## src/rtl/multi_ctrl_fsm_pkg.sv

```systemverilog
// Shared types for the multicycle control FSM: state encoding, opcodes,
// datapath mux encodings and the control-output bundle.
// Watchdog build option: MULTI_CTRL_WDOG_EN.
package multi_ctrl_fsm_pkg;

  localparam int unsigned OPC_W   = 6;
  localparam int unsigned STATE_W = 4;

  typedef enum logic [STATE_W-1:0] {
    ST_FETCH    = 4'd0,
    ST_DECODE   = 4'd1,
    ST_MEMADR   = 4'd2,
    ST_MEMRD    = 4'd3,
    ST_MEMWB    = 4'd4,
    ST_MEMWR    = 4'd5,
    ST_EXECUTE  = 4'd6,
    ST_ALUWB    = 4'd7,
    ST_BRANCH   = 4'd8,
    ST_ADDIEXEC = 4'd9,
    ST_ADDIWB   = 4'd10,
    ST_JUMP     = 4'd11,
    ST_FAULT    = 4'd12
  } state_t;

  localparam logic [OPC_W-1:0] OP_RTYPE = 6'b000000;
  localparam logic [OPC_W-1:0] OP_LW    = 6'b100011;
  localparam logic [OPC_W-1:0] OP_SW    = 6'b101011;
  localparam logic [OPC_W-1:0] OP_BEQ   = 6'b000100;
  localparam logic [OPC_W-1:0] OP_ADDI  = 6'b001000;
  localparam logic [OPC_W-1:0] OP_J     = 6'b000010;

  localparam logic [1:0] ALUB_B       = 2'b00;
  localparam logic [1:0] ALUB_FOUR    = 2'b01;
  localparam logic [1:0] ALUB_IMM     = 2'b10;
  localparam logic [1:0] ALUB_IMM_SL2 = 2'b11;

  localparam logic [1:0] ALUOP_ADD   = 2'b00;
  localparam logic [1:0] ALUOP_SUB   = 2'b01;
  localparam logic [1:0] ALUOP_FUNCT = 2'b10;

  localparam logic [1:0] PCSRC_ALU    = 2'b00;
  localparam logic [1:0] PCSRC_ALUOUT = 2'b01;
  localparam logic [1:0] PCSRC_JUMP   = 2'b10;

  typedef struct packed {
    logic       mem_req;
    logic       i_or_d;
    logic       ireg_enab;
    logic [1:0] pc_src;
    logic       pc_write;
    logic       branch;
    logic       mem_to_reg;
    logic       mem_enab;
    logic       reg_dst;
    logic       reg_write;
    logic       alu_srcA;
    logic [1:0] alu_srcB;
    logic [1:0] alu_op;
    logic       instr_done;
    logic       illegal_op;
  } ctrl_t;

  // Execute-phase entry state for an opcode; ST_FETCH marks an unsupported opcode.
  function automatic state_t decode_op(input logic [OPC_W-1:0] op);
    state_t nxt;
    case (op)
      OP_LW, OP_SW: nxt = ST_MEMADR;
      OP_RTYPE:     nxt = ST_EXECUTE;
      OP_BEQ:       nxt = ST_BRANCH;
      OP_ADDI:      nxt = ST_ADDIEXEC;
      OP_J:         nxt = ST_JUMP;
      default:      nxt = ST_FETCH;
    endcase
    return nxt;
  endfunction

endpackage

```

## src/rtl/multi_ctrl_fsm_if.sv

```systemverilog
// Controller <-> datapath/memory bundle. master = controller side.
// Watchdog build option: MULTI_CTRL_WDOG_EN.
interface multi_ctrl_fsm_if
  import multi_ctrl_fsm_pkg::*;
#(
  parameter int unsigned OP_W = 6
);

  logic [OP_W-1:0]    op;
  logic               mem_ready;
  logic               mem_req;
  logic               i_or_d;
  logic               ireg_enab;
  logic [1:0]         pc_src;
  logic               pc_write;
  logic               branch;
  logic               mem_to_reg;
  logic               mem_enab;
  logic               reg_dst;
  logic               reg_write;
  logic               alu_srcA;
  logic [1:0]         alu_srcB;
  logic [1:0]         alu_op;
  logic [STATE_W-1:0] state;
  logic               instr_done;
  logic               illegal_op;
  logic               fault;

  modport master (
    input  op, mem_ready,
    output mem_req, i_or_d, ireg_enab, pc_src, pc_write, branch, mem_to_reg,
           mem_enab, reg_dst, reg_write, alu_srcA, alu_srcB, alu_op, state,
           instr_done, illegal_op, fault
  );

  modport slave (
    output op, mem_ready,
    input  mem_req, i_or_d, ireg_enab, pc_src, pc_write, branch, mem_to_reg,
           mem_enab, reg_dst, reg_write, alu_srcA, alu_srcB, alu_op, state,
           instr_done, illegal_op, fault
  );

endinterface

```

## src/rtl/multi_ctrl_fsm_mem_wdog.sv

```systemverilog
// Memory wait-state watchdog: counts consecutive un-acked request cycles
// and flags when the tolerated limit is reached with the access still pending.
// Only present when MULTI_CTRL_WDOG_EN is defined.
`ifdef MULTI_CTRL_WDOG_EN
module multi_ctrl_fsm_mem_wdog #(
  parameter int unsigned MEM_WAIT_MAX = 16
) (
  input  logic clk,
  input  logic reset_n,
  input  logic mem_req,
  input  logic mem_ready,
  output logic trip_c
);

  localparam int unsigned CNT_W = $clog2(MEM_WAIT_MAX + 1);

  logic [CNT_W-1:0] cnt_q;
  logic             at_limit_c;

  assign at_limit_c = (cnt_q == CNT_W'(MEM_WAIT_MAX));
  assign trip_c     = mem_req && !mem_ready && at_limit_c;

  // Wait counter; held at zero outside requests so each access starts fresh.
  always_ff @(posedge clk) begin
    if (!reset_n) begin
      cnt_q <= '0;
    end else if (!mem_req || mem_ready) begin
      cnt_q <= '0;
    end else if (!at_limit_c) begin
      cnt_q <= cnt_q + CNT_W'(1);
    end
  end

endmodule
`endif

```

## src/rtl/multi_ctrl_fsm.sv

```systemverilog
// Main control FSM of the multicycle MIPS-subset CPU (LW, SW, R, BEQ, ADDI, J)
// with a request/ready memory handshake. Outputs decode the state register
// and mem_ready combinationally. Define MULTI_CTRL_WDOG_EN to add the
// memory watchdog and the sticky FAULT state.
module multi_ctrl_fsm
  import multi_ctrl_fsm_pkg::*;
#(
  parameter int unsigned OP_W = 6
`ifdef MULTI_CTRL_WDOG_EN
  , parameter int unsigned MEM_WAIT_MAX = 16
`endif
) (
  input  logic             clk,
  input  logic             reset_n,
  multi_ctrl_fsm_if.master bus
);

  state_t            state_q;
  state_t            state_d;
  ctrl_t             ctrl_c;
  logic [OP_W-1:0]   op_c;
  logic [OPC_W-1:0]  opc_c;
  logic              ready_c;

  assign op_c    = bus.op;
  assign opc_c   = OPC_W'(op_c);
  assign ready_c = bus.mem_ready;

`ifdef MULTI_CTRL_WDOG_EN
  logic req_c;
  logic trip_c;

  assign req_c = (state_q == ST_FETCH) || (state_q == ST_MEMRD) ||
                 (state_q == ST_MEMWR);

  multi_ctrl_fsm_mem_wdog #(
    .MEM_WAIT_MAX (MEM_WAIT_MAX)
  ) u_wdog (
    .clk       (clk),
    .reset_n   (reset_n),
    .mem_req   (req_c),
    .mem_ready (ready_c),
    .trip_c    (trip_c)
  );
`endif

  // State register, synchronous active-low reset back to FETCH.
  always_ff @(posedge clk) begin
    if (!reset_n) begin
      state_q <= ST_FETCH;
    end else begin
      state_q <= state_d;
    end
  end

  // Next-state and control decode; everything defaults low, reset forces all low.
  always_comb begin
    ctrl_c  = '0;
    state_d = state_q;
    case (state_q)
      ST_FETCH: begin
        ctrl_c.mem_req   = 1'b1;
        ctrl_c.alu_srcB  = ALUB_FOUR;
        ctrl_c.alu_op    = ALUOP_ADD;
        ctrl_c.pc_src    = PCSRC_ALU;
        ctrl_c.ireg_enab = ready_c;
        ctrl_c.pc_write  = ready_c;
        if (ready_c) state_d = ST_DECODE;
      end
      ST_DECODE: begin
        ctrl_c.alu_srcB   = ALUB_IMM_SL2;
        state_d           = decode_op(opc_c);
        ctrl_c.illegal_op = (decode_op(opc_c) == ST_FETCH);
      end
      ST_MEMADR: begin
        ctrl_c.alu_srcA = 1'b1;
        ctrl_c.alu_srcB = ALUB_IMM;
        state_d         = (opc_c == OP_LW) ? ST_MEMRD : ST_MEMWR;
      end
      ST_MEMRD: begin
        ctrl_c.mem_req = 1'b1;
        ctrl_c.i_or_d  = 1'b1;
        if (ready_c) state_d = ST_MEMWB;
      end
      ST_MEMWB: begin
        ctrl_c.reg_write  = 1'b1;
        ctrl_c.mem_to_reg = 1'b1;
        ctrl_c.instr_done = 1'b1;
        state_d           = ST_FETCH;
      end
      ST_MEMWR: begin
        ctrl_c.mem_req    = 1'b1;
        ctrl_c.i_or_d     = 1'b1;
        ctrl_c.mem_enab   = 1'b1;
        ctrl_c.instr_done = ready_c;
        if (ready_c) state_d = ST_FETCH;
      end
      ST_EXECUTE: begin
        ctrl_c.alu_srcA = 1'b1;
        ctrl_c.alu_srcB = ALUB_B;
        ctrl_c.alu_op   = ALUOP_FUNCT;
        state_d         = ST_ALUWB;
      end
      ST_ALUWB: begin
        ctrl_c.reg_write  = 1'b1;
        ctrl_c.reg_dst    = 1'b1;
        ctrl_c.instr_done = 1'b1;
        state_d           = ST_FETCH;
      end
      ST_BRANCH: begin
        ctrl_c.alu_srcA   = 1'b1;
        ctrl_c.alu_op     = ALUOP_SUB;
        ctrl_c.pc_src     = PCSRC_ALUOUT;
        ctrl_c.branch     = 1'b1;
        ctrl_c.instr_done = 1'b1;
        state_d           = ST_FETCH;
      end
      ST_ADDIEXEC: begin
        ctrl_c.alu_srcA = 1'b1;
        ctrl_c.alu_srcB = ALUB_IMM;
        state_d         = ST_ADDIWB;
      end
      ST_ADDIWB: begin
        ctrl_c.reg_write  = 1'b1;
        ctrl_c.instr_done = 1'b1;
        state_d           = ST_FETCH;
      end
      ST_JUMP: begin
        ctrl_c.pc_src     = PCSRC_JUMP;
        ctrl_c.pc_write   = 1'b1;
        ctrl_c.instr_done = 1'b1;
        state_d           = ST_FETCH;
      end
      default: begin
        state_d = ST_FETCH;
      end
    endcase
`ifdef MULTI_CTRL_WDOG_EN
    if (state_q == ST_FAULT) state_d = ST_FAULT;
    if (trip_c) state_d = ST_FAULT;
`endif
    if (!reset_n) ctrl_c = '0;
  end

  assign bus.mem_req    = ctrl_c.mem_req;
  assign bus.i_or_d     = ctrl_c.i_or_d;
  assign bus.ireg_enab  = ctrl_c.ireg_enab;
  assign bus.pc_src     = ctrl_c.pc_src;
  assign bus.pc_write   = ctrl_c.pc_write;
  assign bus.branch     = ctrl_c.branch;
  assign bus.mem_to_reg = ctrl_c.mem_to_reg;
  assign bus.mem_enab   = ctrl_c.mem_enab;
  assign bus.reg_dst    = ctrl_c.reg_dst;
  assign bus.reg_write  = ctrl_c.reg_write;
  assign bus.alu_srcA   = ctrl_c.alu_srcA;
  assign bus.alu_srcB   = ctrl_c.alu_srcB;
  assign bus.alu_op     = ctrl_c.alu_op;
  assign bus.instr_done = ctrl_c.instr_done;
  assign bus.illegal_op = ctrl_c.illegal_op;
  assign bus.state      = STATE_W'(state_q);

`ifdef MULTI_CTRL_WDOG_EN
  assign bus.fault = reset_n && (state_q == ST_FAULT);
`else
  assign bus.fault = 1'b0;
`endif

endmodule

```

## src/flat_wrapper.sv

```systemverilog
// flat-port wrapper written by rule: the top's interface ports become plain ports
module multi_ctrl_fsm_flat import multi_ctrl_fsm_pkg::*;
#(
  parameter int unsigned OP_W = 6

)
  (clk, reset_n, bus_op, bus_mem_ready, bus_mem_req, bus_i_or_d, bus_ireg_enab, bus_pc_src, bus_pc_write, bus_branch, bus_mem_to_reg, bus_mem_enab, bus_reg_dst, bus_reg_write, bus_alu_srcA, bus_alu_srcB, bus_alu_op, bus_state, bus_instr_done, bus_illegal_op, bus_fault);
  multi_ctrl_fsm_if #(.OP_W(OP_W)) bus_i ();
  input  logic clk;
  input  logic reset_n;
  input wire logic [$bits(bus_i.op)-1:0] bus_op;
  input wire logic [$bits(bus_i.mem_ready)-1:0] bus_mem_ready;
  output wire logic [$bits(bus_i.mem_req)-1:0] bus_mem_req;
  output wire logic [$bits(bus_i.i_or_d)-1:0] bus_i_or_d;
  output wire logic [$bits(bus_i.ireg_enab)-1:0] bus_ireg_enab;
  output wire logic [$bits(bus_i.pc_src)-1:0] bus_pc_src;
  output wire logic [$bits(bus_i.pc_write)-1:0] bus_pc_write;
  output wire logic [$bits(bus_i.branch)-1:0] bus_branch;
  output wire logic [$bits(bus_i.mem_to_reg)-1:0] bus_mem_to_reg;
  output wire logic [$bits(bus_i.mem_enab)-1:0] bus_mem_enab;
  output wire logic [$bits(bus_i.reg_dst)-1:0] bus_reg_dst;
  output wire logic [$bits(bus_i.reg_write)-1:0] bus_reg_write;
  output wire logic [$bits(bus_i.alu_srcA)-1:0] bus_alu_srcA;
  output wire logic [$bits(bus_i.alu_srcB)-1:0] bus_alu_srcB;
  output wire logic [$bits(bus_i.alu_op)-1:0] bus_alu_op;
  output wire logic [$bits(bus_i.state)-1:0] bus_state;
  output wire logic [$bits(bus_i.instr_done)-1:0] bus_instr_done;
  output wire logic [$bits(bus_i.illegal_op)-1:0] bus_illegal_op;
  output wire logic [$bits(bus_i.fault)-1:0] bus_fault;
  assign bus_i.op = bus_op;
  assign bus_i.mem_ready = bus_mem_ready;
  assign bus_mem_req = bus_i.mem_req;
  assign bus_i_or_d = bus_i.i_or_d;
  assign bus_ireg_enab = bus_i.ireg_enab;
  assign bus_pc_src = bus_i.pc_src;
  assign bus_pc_write = bus_i.pc_write;
  assign bus_branch = bus_i.branch;
  assign bus_mem_to_reg = bus_i.mem_to_reg;
  assign bus_mem_enab = bus_i.mem_enab;
  assign bus_reg_dst = bus_i.reg_dst;
  assign bus_reg_write = bus_i.reg_write;
  assign bus_alu_srcA = bus_i.alu_srcA;
  assign bus_alu_srcB = bus_i.alu_srcB;
  assign bus_alu_op = bus_i.alu_op;
  assign bus_state = bus_i.state;
  assign bus_instr_done = bus_i.instr_done;
  assign bus_illegal_op = bus_i.illegal_op;
  assign bus_fault = bus_i.fault;
  multi_ctrl_fsm #(.OP_W(OP_W)) u_core (.clk(clk), .reset_n(reset_n), .bus(bus_i));
endmodule
```

## config.mk

```make
export PLATFORM = sky130hd
export DESIGN_NAME = multi_ctrl_fsm_flat
export DESIGN_NICKNAME = d
export VERILOG_FILES = /design/src/rtl/multi_ctrl_fsm_pkg.sv /design/src/rtl/multi_ctrl_fsm_if.sv /design/src/rtl/multi_ctrl_fsm_mem_wdog.sv /design/src/rtl/multi_ctrl_fsm.sv /design/src/flat_wrapper.sv
export SDC_FILE = /design/constraint.sdc
export NUM_CORES = 1
export LEC_CHECK = 0
export CORE_MARGIN = 1.5
export CORE_UTILIZATION = 37
export DETAILED_ROUTE_END_ITERATION = 8
export GPL_TIMING_DRIVEN = 0
export PLACE_DENSITY_LB_ADDON = 0.15
export SLEW_MARGIN = 20
export SYNTH_ARGS = -nofsm -noshare
export SYNTH_HDL_FRONTEND = slang
export SYNTH_SLANG_ARGS = --single-unit
```

## constraint.sdc

```tcl
create_clock -name clk -period 1.54 [get_ports clk]
set_input_delay 0.308 -clock clk [delete_from_list [all_inputs] [get_ports clk]]
set_output_delay 0.308 -clock clk [all_outputs]
set_load 0.01 [all_outputs]
```

; Word level (Yosys, flattened, before mapping)
; Index checks and enable logic that the tools add are counted.
[totals]
output_inout_bits = 23
elab_cells = 54
inputBits = 9
regBits = 4
[classes]
n_eq_ne = 19
muxes = 23
reduce_logical = 11
[op_table]
columns = cell, n
row1 = $pmux 4 s7, 1
row2 = $pmux 4 s5, 1
row3 = $mux 18, 1
row4 = $eq 4x3->1 const B, 4
row5 = $eq 4x4->1 const B, 4
row6 = $mux 4, 4
row7 = $eq 6x6->1 const B, 2
row8 = $mux 1, 10
row9 = $eq 4x2->1 const B, 2
row10 = $logic_not 4->1, 2
row11 = $pmux 2 s2, 2
row12 = $eq 6x2->1 const B, 1
row13 = $eq 6x3->1 const B, 1
row14 = $eq 6x4->1 const B, 1
row15 = $logic_not 6->1, 1
row16 = $ne 2x2->1 const B, 3
row17 = $pmux 2 s3, 1
row18 = $reduce_or 2->1, 3
row19 = $reduce_or 3->1, 2
row20 = $reduce_or 5->1, 1
row21 = $eq 4x1->1 const B, 1
row22 = $pmux 1 s2, 2
row23 = $reduce_or 4->1, 1
row24 = $mux 3, 1
row25 = $reduce_and 3->1, 1

; Logic depth before layout (Yosys ltp)
; Gate-level depths: netlist (run 1).
[logic_depth]
ltp_word = 7
mapped_depth = 6
depth_no_buf = 4

; Worst setup path after synthesis (run 1)
; No wires, ideal clock.
[synth_timing]
path_kind = flip-flop to output port
from = register u_core.state_q[3] (netlist: u_core.bus.state[3])
to = output bus_alu_op[0]
path_buffers = 1
arrival_ns = 1.366
slack_ns = -0.134
stages_incl_launch_ff = 5
required_ns = 1.232
cell_sequence = dfxtp_1 nor2b_1 nand2_1 nor3_1 buf_4
[synth_via]
elab_chain_len = 3
elab_cells_between_ends = 4
classes_between = eq/ne (2) / mux (2)
[synth_lines]
columns = item, line
row1 = start: declaration, multi_ctrl_fsm.sv:18  ; state_t state_q;
row2 = start signal: assignment, multi_ctrl_fsm.sv:52  ; state_q <= state_d;
row3 = $eq 4x4->1 or $eq 4x3->1 (tied branches), multi_ctrl_fsm.sv:60  ; case (state_q)
row4 = $pmux 2 s2 (*), multi_ctrl_fsm.sv:60
row5 = $mux 18 (*), multi_ctrl_fsm.sv:142  ; if (!reset_n) ctrl_c = '0;
row6 = end: declaration, flat_wrapper.sv:25  ; output wire logic [$bits(bus_i.alu_op)-1:0] bus_alu_op;
; Mark *: on every way between the ends. The rest lies on a longest branch, timed or not.

; Worst setup path after layout (run 1)
[layout_timing]
from = register u_core.state_q[3] (netlist: u_core.bus.state[3])
to = output bus_reg_write
[layout_via]
elab_chain_len = 4
elab_cells_between_ends = 6
classes_between = eq/ne (3) / mux (2) / reduce/logical (1)
[layout_lines]
columns = item, line
row1 = $eq 4x3->1 or $eq 4x4->1 (tied branches), multi_ctrl_fsm.sv:60
row2 = $reduce_or 3->1 (no source line) (*), --
row3 = $mux 1 (*), multi_ctrl_fsm.sv:60
row4 = $mux 18 (*), multi_ctrl_fsm.sv:142
row5 = end: declaration, flat_wrapper.sv:22  ; output wire logic [$bits(bus_i.reg_write)-1:0] bus_reg_write;
; Marks and branches as above.

==> results of run 1 <==
-- how the worst max path moves through the flow --
stage,end,slack [ps],cells past startpoint
6_report,bus_reg_write,-220,6
5_1_grt,bus_reg_write,-320,6
4_1_cts,bus_illegal_op,-150,6
3_5_place_dp,bus_illegal_op,-890,6
3_3_place_gp,bus_illegal_op,-860,6
2_1_floorplan,bus_alu_op[0],10,4
-- layout make-up --
type / instances / area, µm²
timing repair buffer: 55 / 421.7
multi-input combinational: 72 / 588.1
tap: 15 / 18.77
fill: 59 / 132.6
inverter: 2 / 12.51
clock buffer: 3 / 22.52
sequential: 4 / 95.09
buffer: 7 / 75.07
-- logic make-up after synthesis --
family	Yosys count
flops	4
other cells	1
xor+xnor	3
compound gates	18
mux	4
buf+inv	11
simple gates	46
-- power groups by stage --
stage	Clock [mW]	Combinational [mW]	Sequential [mW]
after detailed placement	0	0.120	0.111
final	0.132	0.167	0.103
after global placement	0	0.118	0.110
after global routing	0.145	0.179	0.103
after CTS	0.126	0.134	0.104
after floorplan	0	0.0595	0.111
-- critical path, stage by stage (launching register included) --
cell and delay, ps:
dfxtp_4 360, nor2b_4 130, buf_6 120, mux2i_1 210
o21ai_1 80, and2_1 170, buf_2 150
-- repair_timing --
item | CTS | global route
gates cloned | 1 | 0
resized for setup | 136 | 35
setup buffers | 18 | 7
setup endpoints to repair | 21 | 18
pin swaps | 11 | 10
-- cells in the final DEF (no fill, tap or decap), types with 2 or more instances in the layout --
cell type / n
nand2_1: 2
xor2_1: 2
nand2_4: 2
buf_2: 16
mux2i_1: 3
dlygate4sd2_1: 3
buf_4: 23
buf_8: 4
a211oi_1: 2
nor4_1: 2
nand2b_4: 2
dfxtp_4: 4
nand2_2: 4
clkbuf_2: 2
clkdlybuf4s15_1: 2
a21oi_1: 5
a21oi_2: 2
nor2_1: 7
nor3_2: 4
nor3_1: 3
clkbuf_4: 3
buf_6: 9
nor3b_2: 2
nor2b_4: 2
nor2_2: 3
o21ai_0: 2
nor3_4: 2
-- per-stage QoR --
step | hold slack (ps) | setup TNS, ps | utilization (%) | setup slack (ps)
global placement | 613.9 | -10580 | 64.74 | -863.3
global route | 400.3 | -2162 | 90.29 | -320.3
detailed placement | 621.8 | -10410 | 64.74 | -890.4
finish | 398.1 | -1267 | 90.29 | -217.1
CTS | 457.7 | -563.2 | 79.12 | -147.5
floorplan | 425.6 | 0 | - | 12.40
-- routing by layer --
metal / global-route usage (%) / routed length [µm] / up-vias / part of all wire (%)
met3: 2.155 / 276 / 13 / 9.2
met2: 48.92 / 1476 / 75 / 49
met1: 36.76 / 1135 / 459 / 38
met4: 11.25 / 98 / 0 / 3.3
met5: 0 / 0 / - / 0
li1: - / - / 420 / -
==> results by group, run 1 <==
Layout
  • Finished Layout Cells: approximately 160
  • Number of flip-flops in the largest register: 4
  • Final non-filler cell area: ~1200 µm²
  • Area Growth Syn to Fin: 116.2%
  • Antenna diodes: 0
  • Share of cells above drive strength 1: between 60 and 70%
  • Nets: about 150

Logic synthesis
  • Synth Area in XOR/XNOR: 4.605%
  • FF+latch count, synth: 4
  • Synth top area cells: dfxtp_1, nor3_1, nor2_1, a21oi_1, mux2i_1
  • Post-synth EDFFs: 0
  • Ys flop type: dfxtp_1
  • Most numerous cell in the Yosys netlist: nor2_1
  • Syn Nets: 96
  • Post-synthesis adder-cell area fraction: 0%
  • Synth top area share: 14.04%
  • Mapped cell area: 570.5 µm²
  • Post-synthesis sequential area ratio: approximately 14%
  • Multiplexer share of the synthesized area: 7.237%
  • Distinct cells, synth: 31
  • Avg Cell Area, Syn: 6.558 µm²
  • Asr flop ratio synth: 0%
  • Simple-gate share of the synthesized area: between 40% and 50%
  • Synth Instances: 87
  • Synth Area in Compound Gates: a little under a fifth
  • Yosys warning total: 0
  • Largest family of logic cells by synthesized area: simple AND/OR/NAND/NOR gates
  • Most frequent cells after synthesis: nor2_1, nor3_1, nand2_1
  • Synth area leader: dfxtp_1

Global routing
  • All-layer global routing usage: between 20% and 30%
  • Initial antenna violation count: 0
  • Vias in the first global route: roughly 900
  • GR Overflow Total: 0
  • Largest net degree at the start of global routing: 9
  • First-pass GRT wire length: ~4100 µm

Pwr
  • Gate power share: between 40% and 50%
  • Internal Pwr Total: approximately 0.27 mW
  • Pwr Total: 0.4026 mW
  • NetSw: roughly 0.14 mW
  • Clock power frac: around 33%
  • Sequential Power Share: between 20% and 30%
  • Switching part of the total power: between 30% and 40%
  • Worst VDD drop: between 0.0002 and 0.0003 V
  • PwrDens: ~330 nW/µm²
  • Leak: roughly 0.57 nW

Outcome
  • Status: finished with violations
  • Failing checks: negative setup slack

Timing
  • Fmax achieved: 569.1 MHz
  • PnR worst setup slack: -217.1 ps
  • Final Hold Viols: 0
  • Period utilization: 114.1%
  • Fin crit period: between 1500 and 2000 ps
  • Final slew viol count: 0
  • Max Clock Skew: around 1.2 ps
  • Final setup fails: 13
  • RSZ-0062 raised after global routing: yes

Min path
  • WHS Endpoint: u_core.bus.state[0]$_SDFFE_PN0P_
  • Worst hold path type: primary input to flip-flop
  • Hold path cells: 3
  • Hold path start: bus_op[2]

Setup path
  • R2R Setup Slk: about 110 ps
  • CP Capture Type: output port
  • Crit path kind: flip-flop to output port
  • Maximum net fanout on the critical path: 4
  • R2r worst-path depth: 4
  • Crit path DAT: 1450 ps
  • RR Startpoint: u_core.bus.state[1]$_SDFFE_PN0P_
  • Crit. Startpoint: u_core.bus.state[3]$_SDFFE_PN0P_
  • Nature of the critical path startpoint: flip-flop
  • Req. time, crit path: 1230 ps
  • Reg-to-Reg End: u_core.bus.state[0]$_SDFFE_PN0P_

Floorplanning
  • Core ar.: 1366 µm²
  • I/O pins: 32
  • Initial Util: 41.76%
  • Die area: approximately 1800 µm²
  • Die height: between 40 and 50 µm
  • Die Wd: 42.27 µm
  • Rows: 13

Drt
  • WL final: about 3000 µm
  • Detailed-route DRC error count: 0
  • Routed Antenna Nets: 0
  • Vias per inst: between 6 and 7
  • Pre-Repair DR Iteration Count: 4
  • Vias: around 970
  • 1st-iter DRT viols: 56
  • Routed len/inst: about 19 µm

Placed design
  • # placed instances: roughly 130
  • Routability cong.: approximately 0.82
  • Dpl cell area: roughly 880 µm²
  • Buffers on Ports: 29
  • Final HPWL from detailed placement: between 1000 and 1500 µm

CTS
  • TritonCTS clock tree: yes
  • Max H-tree Level: 1
  • Number of CTS-inserted buffers: 3
  • Max clock buf depth: 2
  • TritonCTS Sinks: 4
  • Hold_buf cts: 0
  • Reg clk slew, reported paths: 40 ps
  • Clk root buf: clkbuf_4
  • Clk_lat worst skew: roughly 230 ps

Run
  • # Max-Cap Violations: 0
Power figures use the tool's default switching activity.
==> inputs of run 2 (changes only) <==
Settings changed: PLACE_DENSITY set to 0.78, PLACE_DENSITY_LB_ADDON 0.15 to not set.
==> run 2 against run 1 <==
Effect of this change: die area stayed put; clock power is 11% higher; the run still ends with negative setup slack left; count of clock-buffer cells in the layout stayed put; final cell count is 5.1% lower; global-route usage is 3.6 points lower; cell area is 5.9% lower.
==> results by group, run 2 (synthesis gave the netlist of run 1 again) <==
CTS
  • Number of CTS-inserted buffers: 3 (unchanged)
  • Max H-tree Level: 1 (unchanged)
  • Clk_lat worst skew: 240 ps (about the same)
  • Reg clk slew, reported paths: 50 ps (about the same)
  • TritonCTS clock tree: yes
  • Clk root buf: clkbuf_4
  • TritonCTS Sinks: 4 (unchanged)
  • Max clock buf depth: 2 (unchanged)

Setup path
  • Maximum net fanout on the critical path: 9 (+5)
  • Req. time, crit path: 1230 ps (about the same)
  • Nature of the critical path startpoint: flip-flop
  • Crit path DAT: 1430 ps (-20 ps)
  • CP Capture Type: output port
  • Crit path kind: flip-flop to output port

Floorplanning
  • I/O pins: 32 (unchanged)
  • Initial Util: 41.76% (unchanged)
  • Core ar.: 1366 µm² (unchanged)
  • Die Wd: 42.27 µm (unchanged)
  • Die area: 1787 µm² (unchanged)
  • Rows: 13 (unchanged)
  • Die height: 42.27 µm (unchanged)

Pwr
  • NetSw: 0.1419 mW (+3.9%)
  • PwrDens: 347.4 nW/µm² (+6.4%)
  • Internal Pwr Total: 0.2614 mW (-1.7%)
  • Pwr Total: 0.4033 mW (+0.19%)
  • Clock power frac: 36.1% (+3.3 points)
  • Worst VDD drop: 0.0002851 V (+11%)
  • Switching part of the total power: 35.18% (+1.3 points)
  • Sequential Power Share: 25.8% (+0.2 points)
  • Gate power share: 38.1% (-3.5 points)
  • Leak: 0.5181 nW (-8.7%)

Layout
  • Fillers: 81 (+37%)
  • Area Growth Syn to Fin: 103.5%
  • Most frequent cells in the layout: buf_4, buf_2, buf_6, nor2_1
  • Final Core Density: 84.98% (-5.3 points)
  • Antenna diodes: 0 (unchanged)
  • Footprint of the multi-input gates: 558.0 µm² (-5.1%)
  • Register Area: 92.59 µm² (-2.6%)
  • Share of cells above drive strength 1: 62.22% (-2.8 points)
  • Nets: 146 (-5.2%)
  • Number of flip-flops in the largest register: 4 (unchanged)

Timing
  • Period utilization: 112.6% (-1.5 points)
  • TNS Setup: -1204 ps (+62.97 ps)
  • Final Hold Viols: 0 (unchanged)
  • RSZ-0062 raised after global routing: yes
  • Final setup fails: 17 (+4)
  • Fmax achieved: 576.8 MHz (+1.3%)
  • Fin crit period: 1734 ps (-23.28 ps)
  • Max Clock Skew: 2.674 ps (+1.518 ps)
  • Final slew viol count: 0 (unchanged)
  • PnR worst setup slack: -193.8 ps (+23.28 ps)

Placed design
  • Buffers on Ports: 29 (unchanged)
  • Final HPWL from detailed placement: 1342 µm (+2.7%)
  • Routability cong.: 0.8093 (-1.1%)

Global routing
  • GR Overflow Total: 0 (unchanged)
  • Largest net degree at the start of global routing: 11 (+2)
  • Vias in the first global route: 742 (-17%)
  • Initial antenna violation count: 0 (unchanged)
  • All-layer global routing usage: 25.00% (-3.6 points)
  • First-pass GRT wire length: 3456 µm (-16%)

Outcome
  • Failing checks: negative setup slack
  • Status: finished with violations

Drt
  • Top Metal Used: met4
  • Vias per inst: 5.920 (-3.3%)
  • Routed met2 length: 1375 µm (-6.8%)
  • Wl on met1: 1036 µm (-8.7%)
  • Routed len/inst: 17.57 µm (-7.1%)
  • Detailed-route DRC error count: 0 (unchanged)
  • Vias: 888 (-8.2%)
  • Metal3 WL: 151 µm (-45%)
  • Routed Antenna Nets: 0 (unchanged)
  • WL final: 2635 µm (-12%)
  • Pre-Repair DR Iteration Count: 4 (unchanged)
  • 1st-iter DRT viols: 39 (-30%)

Run
  • # Max-Cap Violations: 0 (unchanged)

Min path
  • Worst hold path type: primary input to flip-flop
[run 2: final timing paths]
path / cells after the start / start / slack [ps] / end
worst min-delay path: 3 / bus_op[2] / 400 / u_core.bus.state[0]$_SDFFE_PN0P_
worst max-delay path: 6 / u_core.bus.state[1]$_SDFFE_PN0P_ / -190 / bus_pc_write
worst min register to register: 2 / u_core.bus.state[3]$_SDFFE_PN0P_ / 620 / u_core.bus.state[3]$_SDFFE_PN0P_
worst max register to register: 4 / u_core.bus.state[1]$_SDFFE_PN0P_ / 90 / u_core.bus.state[0]$_SDFFE_PN0P_
[run 2: layer usage]
| metal | vias up | global-route usage [%] |
|---|---|---|
| met5 | - | 0 |
| met4 | 0 | 9.375 |
| met3 | 10 | 4.310 |
| met2 | 51 | 44.62 |
| met1 | 426 | 29.31 |
| li1 | 401 | - |
[run 2: worst max-delay path, cell delays in order, from the launching register on]
cell	delay [ps]
dfxtp_2	330
buf_8	140
nor2_2	130
nand2_1	100
mux2_4	300
nor2_4	80
buf_6	100
[run 2: final cells by class]
class | instances | share of cell area, %
multi-input cells | 72 | 48.06
repair buffers | 47 | 32.65
flip-flops and latches | 4 | 7.974
plain buffers | 7 | 6.897
clock buffers | 3 | 1.940
well taps | 15 | 1.616
inverters | 2 | 0.8621
[run 2: power groups by stage]
stage	clock network [mW]	logic, mW	registers [mW]
finish	0.146	0.154	0.104
global route	0.144	0.164	0.104
CTS	0.134	0.132	0.104
detailed placement	0	0.120	0.110
global placement	0	0.118	0.110
floorplan	0	0.0595	0.111
[run 2: through the flow]
step | instance area (µm²) | hold WS, ps | worst slack, ps | std cells
finish | 1161 | 402.0 | -193.8 | 150
global route | 1161 | 419.2 | -234.4 | 150
floorplan | 575.6 | 425.6 | 12.40 | 87
global placement | 884.6 | 613.7 | -877.9 | 131
detailed placement | 884.6 | 617.1 | -850.2 | 131
CTS | 1028 | 506.9 | -105.2 | 145
[run 2: repair_timing]
item / CTS / global route
setup buffers: 13 / 4
endpoints found under the setup margin: 21 / 20
gates resized for setup: 126 / 37
pin swaps: 7 / 12
cloned: 0 / 1
hold buffers: 0 / 0
==> inputs of run 3 (changes only) <==
Settings changed: SKIP_LAST_GASP set to 1, SLEW_MARGIN 20 to 25.
==> run 3 against run 2 <==
Effect of this change: the flow still finishes with violations (negative setup slack); non-clock buffer count increased by 1; register-to-register slack improved by 20 ps; first-iteration DRC count decreased by 7.7%; die area did not move; clock power is essentially flat; sequential power hardly changed; count of clock-buffer cells in the layout unchanged; power decreased by 0.87%; critical path depth stayed put; routed wire length fell by 9.2%; cell area is 0.43% lower; combinational power is essentially flat; highest routed layer unchanged.
==> results by group, run 3 (synthesis gave the netlist of run 1 again) <==
Drt
  • Detailed-route DRC error count: 0 (unchanged)
  • Routed Antenna Nets: 0 (unchanged)
  • WL final: 2393 µm (-9.2%)
  • Vias per inst: 5.682 (-4.0%)
  • 1st-iter DRT viols: 36 (-7.7%)
  • Routed len/inst: 15.85 µm (-9.8%)
  • Vias: 858 (-3.4%)
  • Pre-Repair DR Iteration Count: 4 (unchanged)

Timing
  • Final Hold Viols: 0 (unchanged)
  • Period utilization: 112.1% (-0.53 points)
  • TNS Setup: -1122 ps (+81.82 ps)
  • Hold WS: 391.7 ps (-10.34 ps)
  • Final slew viol count: 0 (unchanged)
  • PnR worst setup slack: -185.7 ps (+8.124 ps)
  • Fmax achieved: 579.5 MHz (+0.47%)
  • RSZ-0062 raised after global routing: yes
  • Fin crit period: 1726 ps (-8.124 ps)
  • Final setup fails: 15 (-2)
  • Max Clock Skew: 5.333 ps (+2.660 ps)

CTS
  • Number of CTS-inserted buffers: 3 (unchanged)
  • Reg clk slew, reported paths: 50 ps (about the same)
  • Max clock buf depth: 2 (unchanged)
  • Clk root buf: clkbuf_4
  • TritonCTS Sinks: 4 (unchanged)
  • Max H-tree Level: 1 (unchanged)
  • TritonCTS clock tree: yes
  • Hold_buf cts: 0 (unchanged)
  • Clk_lat worst skew: 240 ps (about the same)

Placed design
  • Routability cong.: 0.8093 (unchanged)
  • Dpl cell area: 884.6 µm² (unchanged)
  • Pre-CTS setup slack: -850.2 ps (unchanged)
  • Final HPWL from detailed placement: 1342 µm (unchanged)
  • Buffers on Ports: 29 (unchanged)
  • # placed instances: 131 (unchanged)

Layout
  • Antenna diodes: 0 (unchanged)
  • Share of cells above drive strength 1: 61.03% (-1.2 points)
  • Footprint of the multi-input gates: 546.8 µm² (-2.0%)
  • Area Growth Syn to Fin: 102.6%
  • Final Core Density: 84.62% (-0.37 points)
  • Fillers: 84 (+3.7%)
  • Nets: 147 (+0.68%)
  • Most frequent cells in the layout: buf_4, buf_2, buf_6, nor2_1
  • Register Area: 92.59 µm² (unchanged)
  • Number of flip-flops in the largest register: 4 (unchanged)
  • Final non-filler cell area: 1156 µm² (-0.43%)
  • Finished Layout Cells: 151 (+0.67%)

Setup path
  • Crit path DAT: 1420 ps (about the same)
  • CP Capture Type: output port
  • Crit path kind: flip-flop to output port
  • CP cell instances: buf_8 > nor2_4 > nand2_2 > buf_4 > nor3_1 > buf_2
  • Req. time, crit path: 1230 ps (about the same)
  • Crit-path max cell delay: 330 ps (about the same)
  • Critical Path Slowest Stage Cell: dfxtp_2
  • Maximum net fanout on the critical path: 9 (unchanged)
  • Delay-heaviest family, CP: buffers and inverters
  • Nature of the critical path startpoint: flip-flop
  • Crit path buffers/inverters: 3 (+1)

Floorplanning
  • Core ar.: 1366 µm² (unchanged)
  • Die height: 42.27 µm (unchanged)
  • Initial Util: 41.76% (unchanged)
  • Die Wd: 42.27 µm (unchanged)
  • I/O pins: 32 (unchanged)
  • Die area: 1787 µm² (unchanged)
  • Rows: 13 (unchanged)

Outcome
  • Status: finished with violations
  • Failing checks: negative setup slack

Global routing
  • GR Overflow Total: 0 (unchanged)
  • Vias in the first global route: 728 (-1.9%)
  • Initial antenna violation count: 0 (unchanged)
  • All-layer global routing usage: 24.03% (-0.97 points)
  • First-pass GRT wire length: 3394 µm (-1.8%)
  • Largest net degree at the start of global routing: 11 (unchanged)

Pwr
  • Switching part of the total power: 34.77% (-0.41 points)
  • Worst VDD drop: 0.0003216 V (+13%)
  • NetSw: 0.1390 mW (-2.0%)
  • PwrDens: 345.8 nW/µm² (-0.44%)
  • Clock power frac: 36.3% (+0.2 points)
  • Pwr Total: 0.3998 mW (-0.87%)
  • Gate power share: 37.7% (-0.4 points)
  • Internal Pwr Total: 0.2608 mW (-0.24%)
  • Sequential Power Share: 26.0% (+0.2 points)
  • Leak: 0.5189 nW (+0.16%)

Run
  • # Max-Cap Violations: 0 (unchanged)

Min path
  • Worst hold path type: primary input to flip-flop
## run 3: cell types whose count changed in the layout (fill, tap and decap cells not counted), sizes merged
cell / delta
buf: +1
## run 3: worst paths after layout
| check | startpoint | to | slack [ps] | cells past startpoint |
|---|---|---|---|---|
| min | bus_op[2] | u_core.bus.state[0]$_SDFFE_PN0P_ | 390 | 3 |
| min reg2reg | u_core.bus.state[3]$_SDFFE_PN0P_ | u_core.bus.state[3]$_SDFFE_PN0P_ | 630 | 2 |
| max reg2reg | u_core.bus.state[1]$_SDFFE_PN0P_ | u_core.bus.state[0]$_SDFFE_PN0P_ | 110 | 4 |
| max | u_core.bus.state[1]$_SDFFE_PN0P_ | bus_ireg_enab | -190 | 6 |
## run 3: timing repair
| action | in CTS | in global routing |
|---|---|---|
| buffers inserted | 13 | 5 |
| endpoints found under the setup margin | 21 | 19 |
| hold endpoints to repair | 0 | 0 |
| resized for setup | 123 | 38 |
| gates cloned | 0 | 1 |
| pin swaps | 7 | 9 |
## run 3: worst min-delay path, delay by kind of cell
family,cells,cell delay [ps]
buffers and inverters,1,90
and+or+nand+nor,1,110
AOI/OAI and AO/OA,1,90
## run 3: final cells by class
cell class / count / share of cell area, %
plain buffers: 7 / 6.493
clock buffers: 3 / 1.948
inverters: 2 / 0.8658
multi-input cells: 72 / 47.29
flip-flops and latches: 4 / 8.009
well taps: 15 / 1.623
repair buffers: 48 / 33.77
## run 3: metal layers
layer	GRT usage (%)	vias up	part of all wire (%)
li1	-	403	-
met1	29.05	399	42
met2	41.85	48	49
met3	4.741	8	6.5
met4	8.125	0	2.5
met5	0	-	0
## run 3: power by group through the flow
stage          Sequential, mW  Clock (mW)  Combinational, mW
6_report                0.104       0.145              0.151
5_1_grt                 0.104       0.148              0.162
4_1_cts                 0.104       0.134              0.130
3_5_place_dp            0.110           0              0.120
3_3_place_gp            0.110           0              0.118
2_1_floorplan           0.111           0             0.0595
